## src/rtl/q_accum.sv

```systemverilog
// Saturating accumulator for sign-magnitude Q-format samples.
// Each job sums len samples from a valid/ready input stream and presents one registered result.
module q_accum #(
  parameter int Q     = 23,
  parameter int N     = 32,
  parameter int CNT_W = 8
) (
  input  logic             clk,
  input  logic             rst_n,
  input  logic             start,
  input  logic [CNT_W-1:0] len,
  input  logic             in_valid,
  output logic             in_ready,
  input  logic [N-1:0]     in_data,
  output logic             out_valid,
  input  logic             out_ready,
  output logic [N-1:0]     out_data,
  output logic             ovf
);

  // The fractional width only changes how the bits are read, so the arithmetic never uses it.
  if (Q < 0 || Q > N - 1) begin : g_bad_q
    $error("q_accum: Q must lie in 0..N-1");
  end

  typedef enum logic [1:0] {IDLE, ACCUM, DONE} state_t;

  typedef struct packed {
    logic [N-1:0] sum;
    logic         sat;
  } add_t;

  state_t           state, state_d;
  logic [N-1:0]     acc, acc_d;
  logic [CNT_W-1:0] count, count_d;
  logic [CNT_W-1:0] len_q, len_d;
  logic             ovf_q, ovf_d;
  add_t             add_r;

  // Magnitudes are added as N-bit unsigned values, so bit N-1 of the sum is the carry.
  function automatic add_t sat_add(input logic [N-1:0] a, input logic [N-1:0] b);
    logic [N-2:0] am, bm, mag;
    logic [N-1:0] mag_sum;
    logic         sgn;
    add_t         r;
    am      = a[N-2:0];
    bm      = b[N-2:0];
    mag     = '0;
    mag_sum = '0;
    sgn     = 1'b0;
    r.sat   = 1'b0;
    if (a[N-1] == b[N-1]) begin
      mag_sum = {1'b0, am} + {1'b0, bm};
      sgn     = a[N-1];
      if (mag_sum[N-1]) begin
        mag   = '1;
        r.sat = 1'b1;
      end else begin
        mag = mag_sum[N-2:0];
      end
    end else if (am >= bm) begin
      mag = am - bm;
      sgn = a[N-1];
    end else begin
      mag = bm - am;
      sgn = b[N-1];
    end
    // A zero magnitude is always stored as +0, which also absorbs any -0 input.
    if (mag == '0) sgn = 1'b0;
    r.sum = {sgn, mag};
    return r;
  endfunction

  assign add_r = sat_add(acc, in_data);

  // NOTE: every variable driven here gets its default first, so no path leaves one unassigned and no latch is inferred.
  always_comb begin
    state_d = state;
    acc_d   = acc;
    count_d = count;
    len_d   = len_q;
    ovf_d   = ovf_q;
    case (state)
      IDLE: begin
        if (start) begin
          len_d   = len;
          acc_d   = '0;
          ovf_d   = 1'b0;
          count_d = '0;
          state_d = (len == '0) ? DONE : ACCUM;
        end
      end
      ACCUM: begin
        if (in_valid) begin
          acc_d   = add_r.sum;
          ovf_d   = ovf_q | add_r.sat;
          count_d = count + CNT_W'(1);
          if (count_d == len_q) state_d = DONE;
        end
      end
      DONE: begin
        if (out_ready) state_d = IDLE;
      end
      default: state_d = IDLE;
    endcase
  end

  // NOTE: state registers use non-blocking assignments so every flop samples the pre-edge values.
  always_ff @(posedge clk or negedge rst_n) begin
    if (!rst_n) begin
      state <= IDLE;
      acc   <= '0;
      count <= '0;
      len_q <= '0;
      ovf_q <= 1'b0;
    end else begin
      state <= state_d;
      acc   <= acc_d;
      count <= count_d;
      len_q <= len_d;
      ovf_q <= ovf_d;
    end
  end

  assign in_ready  = (state == ACCUM);
  assign out_valid = (state == DONE);
  assign out_data  = acc;
  assign ovf       = ovf_q;

endmodule

```

## config.mk

```make
export PLATFORM = sky130hd
export DESIGN_NAME = q_accum
export DESIGN_NICKNAME = d
export VERILOG_FILES = /design/src/rtl/q_accum.sv
export SDC_FILE = /design/constraint.sdc
export NUM_CORES = 1
export LEC_CHECK = 0
export CELL_PAD_IN_SITES_DETAIL_PLACEMENT = 1
export CELL_PAD_IN_SITES_GLOBAL_PLACEMENT = 2
export CORE_ASPECT_RATIO = 0.75
export CORE_MARGIN = 2
export CORE_UTILIZATION = 30
export DETAILED_ROUTE_END_ITERATION = 16
export HOLD_SLACK_MARGIN = 0.06
export MAX_ROUTING_LAYER = met4
export PLACE_DENSITY = 0.74
export SETUP_SLACK_MARGIN = 0.05
export SYNTH_ARGS = -nofsm -noshare
export SYNTH_HDL_FRONTEND = slang
export SYNTH_SLANG_ARGS = --single-unit
```

## constraint.sdc

```tcl
create_clock -name clk -period 7.2 [get_ports clk]
set_input_delay 1.44 -clock clk [delete_from_list [all_inputs] [get_ports clk]]
set_output_delay 1.44 -clock clk [all_outputs]
set_load 0.03 [all_outputs]
```

---- Word level (Yosys, flattened, before mapping) ----
Index checks and enable logic that the tools add are counted.
storage, ports and cells
  register bits after elaboration ......... 51
  output and inout bits ................... 35
operators by class
  add/sub/neg operators ................... 4
  magnitude comparators ................... 1
  equality and inequality tests ........... 10
  multiplexer cells ....................... 23
  bitwise gates (word level) .............. 1
  reduce and logical (&&, ||, !) cells .... 8
operator list
  cell                                                   count
  2-to-1 mux 31 bit                                      3
  2-to-1 mux 32 bit                                      2
  one-hot mux 32 bit (2 select lines)                    1
  subtractor 31 bit                                      2
  adder 31 x 31 -> 32 bit                                1
  >= comparator 31 bit                                   1
  logical NOT 31 bit                                     1
  2-to-1 mux 8 bit                                       2
  one-hot mux 8 bit (2 select lines)                     1
  2-to-1 mux 2 bit                                       5
  adder 8 x 1 -> 8 bit, second input constant            1
  equality test 8 bit                                    1
  logical NOT 8 bit                                      1
  2-to-1 mux 1 bit                                       7
  inequality test 3 x 2 -> 1 bit, second input constant  2
  one-hot mux 2 bit (3 select lines)                     1
  AND reduction 5 bit                                    1
  inequality test 2 x 1 -> 1 bit, second input constant  2
  inequality test 2 bit, second input constant           2
  AND reduction 4 bit                                    1
  AND reduction 3 bit                                    1
  equality test 2 x 1 -> 1 bit, second input constant    1
  equality test 2 bit, second input constant             1
  logical NOT 2 bit                                      1
  other kinds (5)                                        5

---- Logic depth before layout (Yosys ltp) ----
  depth after elaboration ................. 7
  depth in mapped cells ................... 18

---- Worst setup path after synthesis ----
Ideal clock, no wire load.
  path kind ............................... input to register
  from .................................... input in_data[0]
  to ...................................... register acc[31], in the netlist out_data[31]
  data arrival time ....................... 4.518 ns
  data required time ...................... 7.076 ns
  slack ................................... 2.558 ns
  cell stages on the path ................. 16
  path buffers ............................ 0
  path through ............................ inv_1 -> ha_1 -> inv_1 -> fa_1 -> a21o_1 -> a221oi_1 -> o21ai_0 -> a221o_1 -> a21oi_1 -> mux2i_1 -> a2bb2oi_1 -> mux2i_1 -> or3b_1 -> nor4_1 -> nand4_1 -> o31a_1
on the way
  cells in the longest elaborated chain, start to end .. 7
RTL lines
  what                                         line    source
  start, declared                              14      input logic [N-1:0] in_data,
  subtractor 31 bit (tied with other cells)    65      mag = bm - am;
  2-to-1 mux 31 bit, on equally long branches  61, 55
  2-to-1 mux 31 bit                            52      if (a[N-1] == b[N-1]) begin
  logical NOT 31 bit                           69      if (mag == '0) sgn = 1'b0;
  2-to-1 mux 1 bit                             69
  2-to-1 mux 32 bit                            94      if (in_valid) begin
  one-hot mux 32 bit (2 select lines)          83      case (state)
  end signal, assigned                         112     acc <= '0;
  end signal, assigned                         118     acc <= acc_d;
  end, declared                                34      logic [N-1:0] acc, acc_d;
Parallel ways exist; a longest one is shown, timed or not. The select of a mux whose other input is x is not followed.
A chain may end at the register's enable or synchronous reset.

---- Worst setup path in the final report ----
  from .................................... input in_data[18]
  to ...................................... register acc[31], in the netlist out_data[31]
on the way
  cells in the longest elaborated chain, start to end .. 7
RTL lines
  what                                             line    source
  adder 31 x 31 -> 32 bit (tied with other cells)  53      mag_sum = {1'b0, am} + {1'b0, bm};
  2-to-1 mux 31 bit, on equally long branches      55, 61
  2-to-1 mux 31 bit                                52
  logical NOT 31 bit                               69
  2-to-1 mux 1 bit                                 69
  2-to-1 mux 32 bit                                94
  one-hot mux 32 bit (2 select lines)              83
Parallel ways exist; a longest one is shown, timed or not. The select of a mux whose other input is x is not followed.

==> Implementation_results.wiki <==
{| class="wikitable"
! Metric !! Value
|-
| Launching element type of the critical path || input port
|-
| Worst path buffer plus inverter count || 4
|-
| Worst clock skew || 17.14 ps
|-
| Number of iterations in the first detailed-routing pass || 5
|-
| Worst slew slack as a fraction of its limit || 23.59%
|-
| Worst path top cell family by delay || compound AO/OA/AOI/OAI gates
|-
| Root cell of the clock tree || clkbuf_16
|-
| H-tree depth || 2
|-
| Clock Sinks || 51
|-
| Deepest clock path buffer count || 2
|-
| Setup-failing EPs final || 0
|-
| Cell taking the most area after synthesis || dfrtp_1
|-
| Mean Syn Cell Area || 7.618 um2
|-
| Part of the cycle the worst path needs || 89.16%
|-
| Register cell area after layout || 0.001276 mm2
|-
| Final weighted congestion in routability-driven placement || 0.9153
|-
| Count of fill cells added during filler insertion || 3048
|-
| Main combinational cell family by area after synthesis || compound AO/OA/AOI/OAI gates
|-
| Post-synthesis compound-gate area fraction || 34.82%
|-
| Top Ports || 80
|-
| Vias per inst || 5.903
|-
| Post-synthesis share of cell area spent on full adders, half adders and majority gates || 17.32%
|-
| Worst Path Required || 7420 ps
|-
| Drc violations || 0
|-
| CP cell instances || clkdlybuf4s50_1, inv_1, ha_1, a21oi_1, o21ai_0, a21o_1, a211oi_4, and3_1, buf_4, buf_4, mux2i_1, xnor2_1, o22ai_1, nand3_1, nor4_1, nand4_1, o31a_1
|-
| Initial cell density of the core || 30.76%
|-
| Syn nets || 1163
|-
| Number of placement rows || 50
|-
| Cells after synthesis || 1013
|-
| Mux cell area share after synthesis || 3.810%
|-
| Antenna violations before repair || 0
|-
| Mean routed wirelength per cell || 22.81 um
|-
| CTS tree || yes
|-
| Tightest Hold Check Type || flip-flop to flip-flop
|-
| Multi-input combinational cell area || 0.005804 mm2
|-
| Initial detailed-routing violation count || 728
|-
| Overflow left after global routing || 0
|-
| Static Leakage || 3.915 nW
|-
| Number of different library cells in the post-synthesis netlist || 86
|-
| Ratio of cells with drive above 1 in the final layout || 6.723%
|-
| Top cells by area in the synthesized netlist || dfrtp_1 (17%), ha_1 (17%), a21oi_1 (7.7%), o21ai_0 (5.1%), inv_1 (4.7%)
|-
| Vias in the first global route || 8242
|-
| Max-capacitance violation count || 0
|-
| Cell area after technology mapping || 0.007717 mm2
|-
| Max FO, Critical Path || 18
|-
| Remaining number of nets flagged by the antenna check after routing || 0
|-
| Final Slew Violations || 0
|-
| Run status || finished, final reports clean
|-
| Wire length reported by the detailed router || 32.13 mm
|-
| Global router's overall resource usage || 24.57%
|-
| Hold_buf cts || 0
|-
| Summed negative setup slack over all endpoints || 0 ps
|-
| Die outline area || 0.02704 mm2
|-
| Top flip-flop cell by instance count after synthesis || dfrtp_1
|-
| Cell seen most often among critical-path stages || buf_4
|-
| Pin count of the biggest net entering global routing || 52
|-
| Area fraction of the dominant cell type after synthesis || 16.54%
|-
| Seq/Total Area, Yosys || 16.54%
|-
| Area after detailed placement || 0.008848 mm2
|-
| First-pass GRT wire length || 49.87 mm
|-
| Worst-case vdd ir drop || 0.2486 mV
|-
| Area share of and/or/nand/nor cells after synthesis || 16.31%
|-
| Post-CTS setup buffers || 0
|-
| Post-cts gate resize count || 0
|-
| Element type at the critical path end || flip-flop
|-
| Worst EP arrival || 6640 ps
|-
| Core Footprint || 0.02509 mm2
|-
| Worst-margin pin slew || 1143 ps
|-
| Minimum clock period || 6419 ps
|-
| Worst Setup Path Type || input port to flip-flop
|-
| Area growth from synthesis to layout || 16.60%
|-
| Clock latency reported for the late side of the worst-skew pair || 330 ps
|-
| Total via count in the routed design || 8318
|-
| Unrepaired setup endpoints after global routing || no
|-
| N_diodes || 0
|-
| YS warnings || 0
|-
| Clock transition time at the flip-flop clock pins of the worst setup and hold paths || 100 ps
|-
| EDFF count, synth || 0
|-
| Largest incremental delay on the critical path || 760 ps
|-
| Port Buf Inserts || 79
|-
| Highest clock frequency the design can meet || 155.8 MHz
|-
| Final core utilization || 35.87%
|-
| Number of flip-flops and latches in the synthesized netlist || 51
|-
| Fraction of synthesized cell area in xor and xnor cells || 2.610%
|-
| Highest-delay cell along the critical path || and3_1
|-
| Pwr per Cell Area || 468.6 mW/mm2
|-
| Cell area after layout || 0.008999 mm2
|-
| CTS Buf Count || 5
|-
| Chip Width || 189.2 um
|-
| Die height || 142.9 um
|-
| Post-synth ARST share || 100.0%
|-
| Post-layout net count || 1220
|-
| Final-report hold violation count || 0
|-
| HPWL reported at the end of detailed placement || 25.05 mm
|}
-- logic make-up (layout without fill, tap and decap cells) --
kind of cell | after synthesis | in the layout
adders and majority gates | 105 | 105
buffers and inverters | 154 | 212
xor gates and xnor gates | 23 | 23
DFF | 51 | 51
AOI/OAI and AO/OA | 402 | 402
muxes | 28 | 28
and+or+nand+nor | 250 | 250
-- worst reg2reg max path, cell delays in order, from the launching register on --
cell and delay (ps):
dfrtp_1 450, ha_1 520, a21oi_1 350, o21ai_0 290
a21o_1 290, a211oi_4 300, and3_1 760, buf_4 320
buf_4 200, mux2i_1 230, xnor2_1 80, o22ai_1 370
nand3_1 150, nor4_1 310, nand4_1 120, o31a_1 300
-- layer usage --
layer  routed length [um]  vias up  GRT usage (%)
met4                  244        0          3.166
met2                12930      302          34.34
met3                 2179       17          2.679
met5                    0        -              -
li1                     -     3853              -
met1                16780     4146          38.12
-- synth_stat cells (all sizes together), types with 5 or more instances --
master	number
xnor2	16
nand4	15
buf	28
a21oi	121
mux2	11
o22ai	6
a31oi	10
nand2	64
and3	10
mux2i	17
nor4	9
nor2	50
nor2b	6
a211oi	11
a22o	19
nand2b	5
dfrtp	51
a21boi	6
xor2	7
o21bai	25
a2111oi	6
and2	5
or2	6
o31ai	19
ha	102
a21o	17
o211ai	9
nand3	33
inv	101
a221oi	8
and4	6
o21ai	79
a22oi	5
clkbuf	25
o2bb2ai	5
o221ai	8
nor3	26
-- flip-flops by register name, indices dropped and copies added, names as in the netlist --
register and count:
count 8, len_q 8, out_data 32, state 2, ovf 1
-- final cells by class --
type | count | share of cell area (%)
clock buffers | 5 | 1.390
clock inverters | 3 | 0.2781
multi-input cells | 808 | 64.50
well taps | 338 | 4.700
flip-flops and latches | 51 | 14.18
repair buffers | 103 | 10.73
inverters | 101 | 4.213
-- report_power, final --
group	total [mW]	switching, mW	internal [mW]
clock network	0.286	0.153	0.133
logic	3.37	2.18	1.20
registers	0.560	0.155	0.405
-- layout by cell type, fill, tap and decap left out, types with 19 or more instances in the layout --
cell             synthesis  layout
a22o_1                  19      19
nor3_1                  25      25
o21ai_0                 78      78
a21oi_1                119     118
nand2_1                 64      64
ha_1                   102     102
nor2_1                  49      49
nand3_1                 32      32
o21bai_1                25      25
dfrtp_1                 51      51
buf_4                    5      24
clkdlybuf4s50_1          0      78
inv_1                   96      96
o31ai_1                 19      19
-- stage by stage --
step	hold WS, ps	setup slack (ps)	power (mW)	cells
after CTS	534.4	859.8	4.165	1409
after global routing	563.9	541.2	4.514	1409
after global placement	503.5	603.2	3.842	1401
final	529.4	780.5	4.217	1409
after floorplan	489.3	2558	2.726	1013
after detailed placement	515.6	514.3	3.855	1401
-- path summary, 6_finish.rpt --
path,startpoint,end,slack (ps),cells past startpoint
setup / recovery,in_data[18],out_data[31],780,17
hold / removal,count[7],count[7],530,2
setup reg to reg,out_data[18],out_data[31],2050,15
hold reg to reg,count[7],count[7],530,2
max in group asynchronous,rst_n,out_data[5],5370,2
min in group asynchronous,rst_n,out_data[11],1220,2
Note: power is estimated with default switching activity, not from simulation.
